`src/rtl/matrix_fetch_unpack_pkg.sv`:
```
// Shared constants, state encoding and address helper for the matrix fetch/unpack loader.
// No ports.
package matrix_fetch_unpack_pkg;

    localparam int DATA_WIDTH     = 8;
    localparam int NUM_ROWS       = 8;
    localparam int WORD_W         = 64;
    localparam int ELEMS_PER_WORD = WORD_W / DATA_WIDTH;
    localparam int ADDR_W         = 32;
    localparam int IDX_W          = $clog2(ELEMS_PER_WORD);
    localparam int WORD_CNT_W     = $clog2(NUM_ROWS + 1);

    localparam logic [ADDR_W-1:0] B_ADDR      = '0;
    localparam logic [ADDR_W-1:0] A_BASE_ADDR = ADDR_W'(1);

    typedef enum logic [2:0] {
        IDLE,
        REQ,
        RESP,
        UNPACK,
        DONE
    } fetch_state_t;

    // Word 0 is the B vector; word k>0 is A row k-1.
    function automatic logic [ADDR_W-1:0] word_addr(input logic [WORD_CNT_W-1:0] w);
        if (w == '0) begin
            return B_ADDR;
        end
        return A_BASE_ADDR + ADDR_W'(w) - ADDR_W'(1);
    endfunction

endpackage

```
`src/rtl/matrix_fetch_unpack_if.sv`:
```
// Bus bundle for the loader: Avalon-MM read master signals plus the shared
// byte bus and write strobes / full flags of the B and A FIFOs.
//   master : loader side (drives address/read/fifo_*; sees readdata/flags)
//   slave  : memory + FIFO side
interface matrix_fetch_unpack_if;
    import matrix_fetch_unpack_pkg::*;

    logic [ADDR_W-1:0]     address;
    logic                  read;
    logic [WORD_W-1:0]     readdata;
    logic                  readdatavalid;
    logic                  waitrequest;
    logic [DATA_WIDTH-1:0] fifo_data;
    logic                  fifo_wr_b;
    logic [NUM_ROWS-1:0]   fifo_wr_a;
    logic                  fifo_full_b;
    logic [NUM_ROWS-1:0]   fifo_full_a;

    modport master (
        output address, read, fifo_data, fifo_wr_b, fifo_wr_a,
        input  readdata, readdatavalid, waitrequest, fifo_full_b, fifo_full_a
    );

    modport slave (
        input  address, read, fifo_data, fifo_wr_b, fifo_wr_a,
        output readdata, readdatavalid, waitrequest, fifo_full_b, fifo_full_a
    );

endinterface

```
`src/rtl/matrix_fetch_unpack_word_unpacker.sv`:
```
// Holds one 64b word and presents its elements one at a time, element 0
// (most significant byte) first.
//   clk, rst   : clock, synchronous active-high reset
//   load       : capture load_data, rewind index to element 0
//   load_data  : word to unpack
//   advance    : current element consumed, step to the next
//   byte_o     : current element
//   last       : current element is the final one of the word
module matrix_fetch_unpack_word_unpacker
    import matrix_fetch_unpack_pkg::*;
(
    input  logic                  clk,
    input  logic                  rst,
    input  logic                  load,
    input  logic [WORD_W-1:0]     load_data,
    input  logic                  advance,
    output logic [DATA_WIDTH-1:0] byte_o,
    output logic                  last
);

    logic [WORD_W-1:0]     data_q, data_d;
    logic [IDX_W-1:0]      idx_q, idx_d;
    logic [DATA_WIDTH-1:0] elems [ELEMS_PER_WORD];

    for (genvar i = 0; i < ELEMS_PER_WORD; i++) begin : g_elem
        assign elems[i] = data_q[WORD_W-1-DATA_WIDTH*i -: DATA_WIDTH];
    end

    always_comb begin
        data_d = data_q;
        idx_d  = idx_q;
        if (load) begin
            data_d = load_data;
            idx_d  = '0;
        end else if (advance) begin
            idx_d = idx_q + 1'b1;
        end
    end

    always_ff @(posedge clk) begin
        if (rst) begin
            data_q <= '0;
            idx_q  <= '0;
        end else begin
            data_q <= data_d;
            idx_q  <= idx_d;
        end
    end

    assign byte_o = elems[idx_q];
    assign last   = (idx_q == IDX_W'(ELEMS_PER_WORD - 1));

endmodule

```
`src/rtl/matrix_fetch_unpack.sv`:
```
// Loader for the 8x8 matrix-vector MAC array: fetches the B vector word and
// NUM_ROWS A-row words over Avalon-MM and writes their bytes into the B FIFO
// and the matching A-row FIFOs, then pulses done.
//   clk, rst : clock, synchronous active-high reset
//   start    : request a load (ignored while busy and in the done cycle)
//   busy     : load in progress
//   done     : one-cycle pulse after the last byte strobe
//   bus      : Avalon read master + FIFO write side (master modport)
//
// state  | meaning
// IDLE   | waiting for start
// REQ    | read asserted, address stable until waitrequest low
// RESP   | waiting for readdatavalid of the single outstanding read
// UNPACK | one byte per cycle into target FIFO, stalls while it is full
// DONE   | all words written, done pulse follows
module matrix_fetch_unpack
    import matrix_fetch_unpack_pkg::*;
(
    input  logic                  clk,
    input  logic                  rst,
    input  logic                  start,
    output logic                  busy,
    output logic                  done,
    matrix_fetch_unpack_if.master bus
);

    fetch_state_t          state_q, state_d;
    logic [WORD_CNT_W-1:0] word_q, word_d;
    logic [ADDR_W-1:0]     address_q, address_d;
    logic                  read_q, read_d;
    logic                  done_q, done_d;
    logic [DATA_WIDTH-1:0] fifo_data_q, fifo_data_d;
    logic                  fifo_wr_b_q, fifo_wr_b_d;
    logic [NUM_ROWS-1:0]   fifo_wr_a_q, fifo_wr_a_d;

    logic                  unpack_load;
    logic                  unpack_advance;
    logic                  unpack_last;
    logic [DATA_WIDTH-1:0] unpack_byte;

    logic                  sel_b;
    logic [NUM_ROWS-1:0]   row_sel;
    logic                  tgt_full;

    matrix_fetch_unpack_word_unpacker u_unpacker (
        .clk       (clk),
        .rst       (rst),
        .load      (unpack_load),
        .load_data (bus.readdata),
        .advance   (unpack_advance),
        .byte_o    (unpack_byte),
        .last      (unpack_last)
    );

    // Target FIFO decode from the word counter.
    always_comb begin
        sel_b   = (word_q == '0);
        row_sel = '0;
        for (int r = 0; r < NUM_ROWS; r++) begin
            row_sel[r] = (word_q == WORD_CNT_W'(r + 1));
        end
        tgt_full = sel_b ? bus.fifo_full_b : |(row_sel & bus.fifo_full_a);
    end

    always_comb begin
        state_d        = state_q;
        word_d         = word_q;
        address_d      = address_q;
        done_d         = 1'b0;
        fifo_data_d    = fifo_data_q;
        fifo_wr_b_d    = 1'b0;
        fifo_wr_a_d    = '0;
        unpack_load    = 1'b0;
        unpack_advance = 1'b0;

        case (state_q)
            IDLE: begin
                // done_q blocks a start that arrives in the done cycle.
                if (start && !done_q) begin
                    word_d    = '0;
                    address_d = word_addr('0);
                    state_d   = REQ;
                end
            end
            REQ: begin
                if (!bus.waitrequest) begin
                    state_d = RESP;
                end
            end
            RESP: begin
                if (bus.readdatavalid) begin
                    unpack_load = 1'b1;
                    state_d     = UNPACK;
                end
            end
            UNPACK: begin
                // A full target leaves strobes low and the element index
                // untouched, so the same byte is offered again next cycle.
                if (!tgt_full) begin
                    unpack_advance = 1'b1;
                    fifo_data_d    = unpack_byte;
                    fifo_wr_b_d    = sel_b;
                    fifo_wr_a_d    = row_sel;
                    if (unpack_last) begin
                        if (word_q == WORD_CNT_W'(NUM_ROWS)) begin
                            state_d = DONE;
                        end else begin
                            word_d    = word_q + 1'b1;
                            address_d = word_addr(word_d);
                            state_d   = REQ;
                        end
                    end
                end
            end
            DONE: begin
                done_d  = 1'b1;
                state_d = IDLE;
            end
            default: state_d = IDLE;
        endcase

        read_d = (state_d == REQ);
    end

    always_ff @(posedge clk) begin
        if (rst) begin
            state_q     <= IDLE;
            word_q      <= '0;
            address_q   <= '0;
            read_q      <= 1'b0;
            done_q      <= 1'b0;
            fifo_data_q <= '0;
            fifo_wr_b_q <= 1'b0;
            fifo_wr_a_q <= '0;
        end else begin
            state_q     <= state_d;
            word_q      <= word_d;
            address_q   <= address_d;
            read_q      <= read_d;
            done_q      <= done_d;
            fifo_data_q <= fifo_data_d;
            fifo_wr_b_q <= fifo_wr_b_d;
            fifo_wr_a_q <= fifo_wr_a_d;
        end
    end

    assign busy          = (state_q != IDLE);
    assign done          = done_q;
    assign bus.address   = address_q;
    assign bus.read      = read_q;
    assign bus.fifo_data = fifo_data_q;
    assign bus.fifo_wr_b = fifo_wr_b_q;
    assign bus.fifo_wr_a = fifo_wr_a_q;

endmodule
```
`src/flat_wrapper.sv`:
```
// flat-port wrapper written by rule: the top's interface ports become plain ports
module matrix_fetch_unpack_flat import matrix_fetch_unpack_pkg::*;
  (clk, rst, start, busy, done, bus_address, bus_read, bus_fifo_data, bus_fifo_wr_b, bus_fifo_wr_a, bus_readdata, bus_readdatavalid, bus_waitrequest, bus_fifo_full_b, bus_fifo_full_a);
  matrix_fetch_unpack_if bus_i ();
  input  logic clk;
  input  logic rst;
  input  logic start;
  output logic busy;
  output logic done;
  output wire logic [$bits(bus_i.address)-1:0] bus_address;
  output wire logic [$bits(bus_i.read)-1:0] bus_read;
  output wire logic [$bits(bus_i.fifo_data)-1:0] bus_fifo_data;
  output wire logic [$bits(bus_i.fifo_wr_b)-1:0] bus_fifo_wr_b;
  output wire logic [$bits(bus_i.fifo_wr_a)-1:0] bus_fifo_wr_a;
  input wire logic [$bits(bus_i.readdata)-1:0] bus_readdata;
  input wire logic [$bits(bus_i.readdatavalid)-1:0] bus_readdatavalid;
  input wire logic [$bits(bus_i.waitrequest)-1:0] bus_waitrequest;
  input wire logic [$bits(bus_i.fifo_full_b)-1:0] bus_fifo_full_b;
  input wire logic [$bits(bus_i.fifo_full_a)-1:0] bus_fifo_full_a;
  assign bus_address = bus_i.address;
  assign bus_read = bus_i.read;
  assign bus_fifo_data = bus_i.fifo_data;
  assign bus_fifo_wr_b = bus_i.fifo_wr_b;
  assign bus_fifo_wr_a = bus_i.fifo_wr_a;
  assign bus_i.readdata = bus_readdata;
  assign bus_i.readdatavalid = bus_readdatavalid;
  assign bus_i.waitrequest = bus_waitrequest;
  assign bus_i.fifo_full_b = bus_fifo_full_b;
  assign bus_i.fifo_full_a = bus_fifo_full_a;
  matrix_fetch_unpack u_core (.clk(clk), .rst(rst), .start(start), .busy(busy), .done(done), .bus(bus_i));
endmodule
```
`config.mk`:
```
export PLATFORM = sky130hd
export DESIGN_NAME = matrix_fetch_unpack_flat
export DESIGN_NICKNAME = d
export VERILOG_FILES = /design/src/rtl/matrix_fetch_unpack_pkg.sv /design/src/rtl/matrix_fetch_unpack_if.sv /design/src/rtl/matrix_fetch_unpack_word_unpacker.sv /design/src/rtl/matrix_fetch_unpack.sv /design/src/flat_wrapper.sv
export SDC_FILE = /design/constraint.sdc
export NUM_CORES = 1
export LEC_CHECK = 0
export CORE_UTILIZATION = 40
export DETAILED_ROUTE_END_ITERATION = 12
export GPL_ROUTABILITY_DRIVEN = 0
export PLACE_DENSITY = 0.69
export SLEW_MARGIN = 20
export SYNTH_ARGS = -nofsm -noshare
export SYNTH_HDL_FRONTEND = slang
export SYNTH_SLANG_ARGS = --single-unit
```
`constraint.sdc`:
```
create_clock -name clk -period 3 [get_ports clk]
set_clock_uncertainty 0.05 [all_clocks]
set_input_delay 0.45 -clock clk [delete_from_list [all_inputs] [get_ports clk]]
set_output_delay 0.45 -clock clk [all_outputs]
set_load 0.1 [all_outputs]
```
=== Word-level counts from Yosys, hierarchy flattened ===
Index checks and enable logic that the tools add are counted.

* Bitwise operators: 4
* Equal/unequal tests: 18
* Shifts and indexed selects: 0
* Muxes and demuxes: 33
* Add/subtract/negate cells: 4
* Div/mod/pow operators: 0
* Reduce and logical (&&, ||, !) cells: 12
* Multiply operators: 0
* Order comparisons: 1

{| class="wikitable"
|+ Operator list
! operator !! number
|-
| 32-bit two-way mux || 6
|-
| 32-bit case mux with 2 select lines || 1
|-
| 32-bit by 1-bit subtractor with 32-bit output (second input constant) || 1
|-
| 8-bit binary-select mux with 3-bit select || 1
|-
| 3-bit two-way mux || 6
|-
| 4-bit by 3-bit == test with 1-bit output (second input constant) || 4
|-
| 4-bit two-way mux || 4
|-
| 8-bit two-way mux || 2
|-
| 3-bit case mux with 4 select lines || 1
|-
| 1-bit two-way mux || 11
|-
| 8-bit bitwise AND || 1
|-
| 4-bit by 2-bit == test with 1-bit output (second input constant) || 2
|-
| 4-bit zero test || 2
|-
| 4-bit case mux with 2 select lines || 1
|-
| 8-bit OR reduction || 1
|-
| 3-bit by 1-bit == test with 1-bit output (second input constant) || 2
|-
| 3-bit by 2-bit == test with 1-bit output (second input constant) || 2
|-
| 3-bit == test (second input constant) || 2
|-
| 2-bit inequality test (second input constant) || 3
|-
| 1-bit by 4-bit adder with 5-bit output (first input constant) || 1
|-
| 5-bit AND reduction || 1
|-
| 4-bit by 1-bit adder with 4-bit output (second input constant) || 1
|-
| 4-bit by 1-bit == test with 1-bit output (second input constant) || 1
|-
| 4-bit == test (second input constant) || 1
|-
| other kinds (13) || 14
|}

* Latch bits: 0
* Memories kept: 0
* Word-level logic and storage cells: 82
* ROM bits: 0
* Register bits after elaboration: 125
* RAM bits: 0

=== Longest topological paths before layout ===
* Word-level depth: 12
* Mapped depth: 9

=== Hierarchy ===
A second synthesis with hierarchy kept.

* Cell total of the unflattened synthesis: 448
* Area, all modules: 4710.8 um^2

{| class="wikitable"
|+ By module, submodules not included
! module !! seq. area each (um^2) !! area each (um^2) !! cells each !! instances
|-
| matrix_fetch_unpack_word_unpacker || 1341.3 || 2906.5 || 247 || 1
|-
| matrix_fetch_unpack || 580.6 || 1804.2 || 201 || 1
|}

=== Least setup slack after synthesis ===
No wires, ideal clock.

* Path kind: flip-flop to flip-flop
* Start: reg u_core.state_q[1]
* End: reg u_core.word_q[3]
* Data required time: 2828 ps
* Setup slack: 651 ps
* Stages on the path, launching flop included: 7
* Data arrival time: 2177 ps
* Cell sequence: dfxtp_1 > or3_1 > or2_2 > buf_2 > o31ai_4 > nor3_2 > a221o_1

* Word-level cells in the longest chain between the ends: 3
* Elaborated cells on any way between the ends: 9
* Classes of those cells: eq/ne: 5; mux: 1; reduce/logical: 3

{| class="wikitable"
|+ RTL lines
! item !! RTL line !! source
|-
| start: declaration || matrix_fetch_unpack.sv:27 || <nowiki>fetch_state_t state_q, state_d;</nowiki>
|-
| start signal: assignment || matrix_fetch_unpack.sv:136 || <nowiki>state_q <= state_d;</nowiki>
|-
| 3-bit by 2-bit == test with 1-bit output / 3-bit zero test (equally long branches) || n/a ||
|-
| 2-bit inequality test (no line), or another cell as far along || n/a ||
|-
| 5-bit AND reduction (no line) || n/a ||
|-
| end signal: assignment || matrix_fetch_unpack.sv:137 || <nowiki>word_q <= word_d;</nowiki>
|-
| end: declaration || matrix_fetch_unpack.sv:28 || <nowiki>logic [WORD_CNT_W-1:0] word_q, word_d;</nowiki>
|}

Several ways; a longest one is shown, not always the timed one.
A chain may end at the register's enable or synchronous reset.

=== Worst setup path in the final report ===
* Start: reg u_core.word_q[0]
* End: reg u_core.fifo_wr_a_q[3], in the netlist u_core.bus.fifo_wr_a[3]

* Word-level cells in the longest chain between the ends: 5
* Elaborated cells on any way between the ends: 13
* Classes of those cells: eq/ne: 8; mux: 1; bitwise: 1; reduce/logical: 3

{| class="wikitable"
|+ RTL lines
! item !! RTL line !! source
|-
| 4-bit by 1-bit == test with 1-bit output, or another cell as far along || matrix_fetch_unpack.sv:60 || <nowiki>row_sel[r] = (word_q == WORD_CNT_W'(r + 1));</nowiki>
|-
| 8-bit bitwise AND || matrix_fetch_unpack.sv:62 || <nowiki>tgt_full = sel_b ? bus.fifo_full_b : |(row_sel & bus.fifo_full_a);</nowiki>
|-
| 8-bit OR reduction || matrix_fetch_unpack.sv:62 ||
|-
| 1-bit two-way mux || matrix_fetch_unpack.sv:62 ||
|-
| 3-bit OR reduction (no line) || n/a ||
|-
| end signal: assignment || matrix_fetch_unpack.sv:143 || <nowiki>fifo_wr_a_q <= fifo_wr_a_d;</nowiki>
|-
| end: declaration || matrix_fetch_unpack.sv:34 || <nowiki>logic [NUM_ROWS-1:0] fifo_wr_a_q, fifo_wr_a_d;</nowiki>
|}

Several ways; a longest one is shown, not always the timed one.

==> impl_results.html <==
<table>
<tr><th>Metric</th><th>Value</th></tr>
<tr><th colspan="2">Clock tree</th></tr>
<tr><td>TritonCTS clock tree</td><td>done</td></tr>
<tr><td>Total number of H-tree levels</td><td>3</td></tr>
<tr><td>Insertion delay to the later sink of the worst-skew pair</td><td>0.35 ns</td></tr>
<tr><td>TritonCTS buffer count</td><td>9</td></tr>
<tr><td>Setup bufs post-CTS</td><td>0</td></tr>
<tr><td>Post-CTS Hold Fix Bufs</td><td>0</td></tr>
<tr><td>Maximum clock insertion buffer count</td><td>2</td></tr>
<tr><td>Resize count post-CTS</td><td>0</td></tr>
<tr><td>Number of sinks driven by the clock tree</td><td>100</td></tr>
<tr><td>Clock tree root driver cell</td><td>sky130_fd_sc_hd__clkbuf_16</td></tr>
<tr><td>Clock edge transition at the registers on the reported setup and hold paths</td><td>0.07 ns</td></tr>
<tr><th colspan="2">STA</th></tr>
<tr><td>Setup-violating endpoint count in the final report</td><td>0</td></tr>
<tr><td>Hold Fails Final Rpt</td><td>0</td></tr>
<tr><td>Post-route setup slack</td><td>0.276 ns</td></tr>
<tr><td>FMAX</td><td>0.367 GHz</td></tr>
<tr><td>Min Tclk post-route</td><td>2.72 ns</td></tr>
<tr><td>Headroom to the max-slew limit</td><td>53.6%</td></tr>
<tr><td>Pins Over Slew Limit</td><td>0</td></tr>
<tr><td>Worst Tran Pin Value</td><td>0.696 ns</td></tr>
<tr><td>Period Utilization, post-route</td><td>90.8%</td></tr>
<tr><td>Worst hold slack after final layout</td><td>0.405 ns</td></tr>
<tr><td>Post-route setup TNS</td><td>0 ns</td></tr>
<tr><td>Setup repair after global routing missed its margin</td><td>no</td></tr>
<tr><th colspan="2">Detailed routing</th></tr>
<tr><td>Met3 wirelength from detailed routing</td><td>609 um</td></tr>
<tr><td>Met1 layer wirelength in the final routing</td><td>4930 um</td></tr>
<tr><td>Detail-routed via count per cell</td><td>5.20</td></tr>
<tr><td>Drt drc</td><td>0</td></tr>
<tr><td>Highest routed layer</td><td>met4</td></tr>
<tr><td>Post-detailed-route wirelength per cell</td><td>15.0 um</td></tr>
<tr><td>Detailed Route WL</td><td>11400 um</td></tr>
<tr><td>Iteration count of the initial detailed-routing pass</td><td>4</td></tr>
<tr><td>Number of DRC markers in iteration 0</td><td>171</td></tr>
<tr><td>DRT antenna net count</td><td>0</td></tr>
<tr><td>Met2 wire length</td><td>5670 um</td></tr>
<tr><td>Total via count in the routed design</td><td>3933</td></tr>
<tr><th colspan="2">Final layout</th></tr>
<tr><td>Share of layout cells above drive strength 1</td><td>19.1%</td></tr>
<tr><td>Area used by multi-input combinational logic</td><td>2270 um^2</td></tr>
<tr><td>Fill cell count</td><td>1041</td></tr>
<tr><td>Storage cell area</td><td>2000 um^2</td></tr>
<tr><td>NumNets Final</td><td>695</td></tr>
<tr><td># diodes</td><td>0</td></tr>
<tr><td>Share of the core filled with cells in the final layout</td><td>52.8%</td></tr>
<tr><td>Syn-to-layout area delta</td><td>28.9%</td></tr>
<tr><td>Final Instance Count excl. Fillers</td><td>756</td></tr>
<tr><th colspan="2">Pwr</th></tr>
<tr><td>Cell Pwr Density</td><td>464 nW/um^2</td></tr>
<tr><td>Worst-case vdd ir drop</td><td>0.265 mV</td></tr>
<tr><td>Leakage power total</td><td>2.14 nW</td></tr>
<tr><th colspan="2">Synth</th></tr>
<tr><td>Cell accounting for the most synthesized area</td><td>sky130_fd_sc_hd__dfxtp_1</td></tr>
<tr><td>Most instantiated cells after synthesis</td><td>138 x sky130_fd_sc_hd__nand2_1, 100 x sky130_fd_sc_hd__dfxtp_1, 75 x sky130_fd_sc_hd__a21oi_1</td></tr>
<tr><td>Area of the mapped netlist</td><td>4650 um^2</td></tr>
<tr><td>Top flip-flop cell by instance count after synthesis</td><td>sky130_fd_sc_hd__dfxtp_1</td></tr>
<tr><td>Main combinational cell family by area after synthesis</td><td>simple AND/OR/NAND/NOR gates</td></tr>
<tr><td>Yosys warnings</td><td>0</td></tr>
<tr><td>Share of synthesized area spent on multiplexers</td><td>9.70%</td></tr>
<tr><td>Flop and latch count out of synthesis</td><td>100</td></tr>
<tr><td>Top cells by area in the synthesized netlist</td><td>sky130_fd_sc_hd__dfxtp_1 43%, sky130_fd_sc_hd__nand2_1 11%, sky130_fd_sc_hd__a21oi_1 8.1%, sky130_fd_sc_hd__mux4_2 7.7%, sky130_fd_sc_hd__buf_4 4.4%</td></tr>
<tr><td>Post-Synthesis Net Count</td><td>607</td></tr>
<tr><td>Average cell area after synthesis</td><td>8.95 um^2</td></tr>
<tr><td>Number of library cell types mapped by synthesis</td><td>59</td></tr>
<tr><td>Async set-reset flop share out of synthesis</td><td>0%</td></tr>
<tr><td>Post-synthesis xor/xnor area fraction</td><td>0.753%</td></tr>
<tr><td>Most frequent cell after synthesis</td><td>sky130_fd_sc_hd__nand2_1</td></tr>
<tr><td>Number of standard cells after synthesis</td><td>520</td></tr>
<tr><td>Adder-cell share of the synthesized area</td><td>2.42%</td></tr>
<tr><td>Share of the yosys chip area belonging to registers</td><td>43.0%</td></tr>
<tr><td>Post-synthesis share of cell area spent on and, or, nand and nor gates</td><td>18.2%</td></tr>
<tr><td>Area share of the leading cell type in the synthesized netlist</td><td>43.0%</td></tr>
<tr><td>Number of enable-type register cells in the synthesized netlist</td><td>0</td></tr>
<tr><td>Complex-gate fraction of the synthesized area</td><td>17.6%</td></tr>
<tr><th colspan="2">Floorplanning</th></tr>
<tr><td>Effective utilization at floorplan</td><td>40.9%</td></tr>
<tr><td>Area enclosed by the die boundary</td><td>12100 um^2</td></tr>
<tr><td>Floorplan core area</td><td>11400 um^2</td></tr>
<tr><td>Count of boundary I/O pins</td><td>130</td></tr>
<tr><td>Total number of placement rows</td><td>39</td></tr>
<tr><td>Die X</td><td>110 um</td></tr>
<tr><td>Height of the chip</td><td>110 um</td></tr>
<tr><th colspan="2">Placement</th></tr>
<tr><td>Post-Place Worst Slack</td><td>0.320 ns</td></tr>
<tr><td>Number of cells in the design after placement</td><td>740</td></tr>
<tr><td>Count of port buffers added during placement</td><td>129</td></tr>
<tr><td>Placed wire-length estimate</td><td>8290 um</td></tr>
<tr><th colspan="2">Hold path</th></tr>
<tr><td>Hold wc startpoint</td><td>u_core.u_unpacker.data_q[50]</td></tr>
<tr><td>Worst Hold Class</td><td>reg2reg</td></tr>
<tr><td>Number of instances on the worst hold path</td><td>2</td></tr>
<tr><td>Destination of the worst hold path</td><td>u_core.u_unpacker.data_q[50]</td></tr>
<tr><th colspan="2">Global routing</th></tr>
<tr><td>Total track usage</td><td>19.7%</td></tr>
<tr><td>Global-route congestion overflow total</td><td>0</td></tr>
<tr><td>Antenna violations before repair</td><td>0</td></tr>
<tr><td>Wire length of the first global-routing pass</td><td>18300 um</td></tr>
<tr><td>Number of global-route vias before repair</td><td>3859</td></tr>
<tr><td>Maximum number of pins on one net before global-route repair</td><td>65</td></tr>
<tr><th colspan="2">Setup path</th></tr>
<tr><td>R2R cell count</td><td>7</td></tr>
<tr><td>Setup slack of the most critical reg-to-reg path</td><td>0.28 ns</td></tr>
<tr><td>Worst reg2reg path endpoint</td><td>u_core.bus.fifo_wr_a[3]</td></tr>
<tr><td>Critical R2R Launch</td><td>u_core.word_q[0]</td></tr>
<tr><td>Crit path arrival time</td><td>2.94 ns</td></tr>
<tr><td>Start point of the critical path</td><td>u_core.word_q[0]</td></tr>
<tr><td>Crit. End Element</td><td>flip-flop</td></tr>
<tr><td>Crit start category</td><td>flip-flop</td></tr>
<tr><td>Crit path max fanout</td><td>14</td></tr>
<tr><td>Endpoint required time on the critical path</td><td>3.21 ns</td></tr>
<tr><td>Worst Path Class, Setup</td><td>reg2reg</td></tr>
<tr><th colspan="2">Status</th></tr>
<tr><td>Outcome</td><td>finished, final reports clean</td></tr>
<tr><th colspan="2">Job</th></tr>
<tr><td>MaxCap Viol Count</td><td>0</td></tr>
</table>
## cell families (layout without fill, tap and decap cells)
kind of cell               Yosys count  count (layout)
adders and majority gates            9               9
buffers and inverters               70             163
xor gates and xnor gates             4               4
and+or+nand+nor                    184             184
DFF                                100             100
muxes                               25              25
AOI/OAI and AO/OA                  128             128
## report_power, final
part	internal, mW	switching [mW]
registers	1.35	0.0192
logic	0.145	0.161
clock network	0.574	0.528
## cell type report
type | count | share of cell area (%)
flip-flops and latches | 100 | 33.4
clock buffers | 9 | 3.75
clock inverters | 7 | 0.960
multi-input cells | 350 | 37.8
well taps | 143 | 2.98
inverters | 7 | 0.438
repair buffers | 140 | 20.7
## registers in the layout (all words and copies together) (netlist names)
signal,flops
u_core.bus.fifo_data,8
u_core.u_unpacker.data_q,64
u_core.state_q,3
u_core.bus.read,1
u_core.bus.fifo_wr_a,8
u_core.done,1
u_core.bus.fifo_wr_b,1
u_core.word_q,4
u_core.bus.address,7
u_core.u_unpacker.idx_q,3
## layer usage
metal  vias to the layer above  track usage [%]
li1                       1962                -
met4                         0             6.67
met1                      1835             24.8
met3                        15             3.56
met2                       121             33.8
met5                         -                0
## worst max path at each step
| stage | cells after the start | end |
|---|---|---|
| global route | 7 | u_core.bus.fifo_wr_a[3] |
| detailed placement | 7 | u_core.bus.fifo_wr_a[3] |
| finish | 7 | u_core.bus.fifo_wr_a[3] |
| CTS | 7 | u_core.bus.fifo_wr_a[3] |
| global placement | 6 | u_core.bus.fifo_wr_a[3] |
| floorplan | 6 | u_core.word_q[3] |
## metrics by stage
| stage | cell area (um^2) | power [mW] |
|---|---|---|
| 6_report | 6000 | 2.78 |
| 5_1_grt | 6000 | 2.88 |
| 4_1_cts | 6000 | 2.80 |
| 3_5_place_dp | 5720 | 1.71 |
| 3_3_place_gp | 5720 | 1.71 |
| 2_1_floorplan | 4650 | 1.57 |
## worst max-delay path, cell delays in order (launching register included)
cell and delay (ns):
sky130_fd_sc_hd__dfxtp_1 0.49, sky130_fd_sc_hd__inv_1 0.14, sky130_fd_sc_hd__ha_1 0.30, sky130_fd_sc_hd__a22o_1 0.24, sky130_fd_sc_hd__a32o_2 0.29, sky130_fd_sc_hd__o31ai_4 0.65
sky130_fd_sc_hd__nand2_2 0.21, sky130_fd_sc_hd__nor4b_2 0.28
## layout by cell type, fill, tap and decap left out, types with 3 or more instances in the layout
master / instances
sky130_fd_sc_hd__xnor2_1: 3
sky130_fd_sc_hd__a211oi_1: 3
sky130_fd_sc_hd__nor2_1: 5
sky130_fd_sc_hd__and3_1: 6
sky130_fd_sc_hd__buf_4: 63
sky130_fd_sc_hd__nor4_1: 3
sky130_fd_sc_hd__nor3_2: 3
sky130_fd_sc_hd__clkdlybuf4s50_1: 76
sky130_fd_sc_hd__o211ai_1: 12
sky130_fd_sc_hd__mux2i_1: 8
sky130_fd_sc_hd__a311oi_1: 6
sky130_fd_sc_hd__nand3b_1: 3
sky130_fd_sc_hd__nand2b_1: 3
sky130_fd_sc_hd__a22o_1: 4
sky130_fd_sc_hd__a21oi_1: 75
sky130_fd_sc_hd__o21ai_0: 10
sky130_fd_sc_hd__dfxtp_1: 100
sky130_fd_sc_hd__clkbuf_16: 9
sky130_fd_sc_hd__nand3_1: 3
sky130_fd_sc_hd__inv_1: 7
sky130_fd_sc_hd__ha_1: 9
sky130_fd_sc_hd__mux4_2: 16
sky130_fd_sc_hd__nand2_1: 138
No activity file was read; power rests on OpenSTA's default activity.
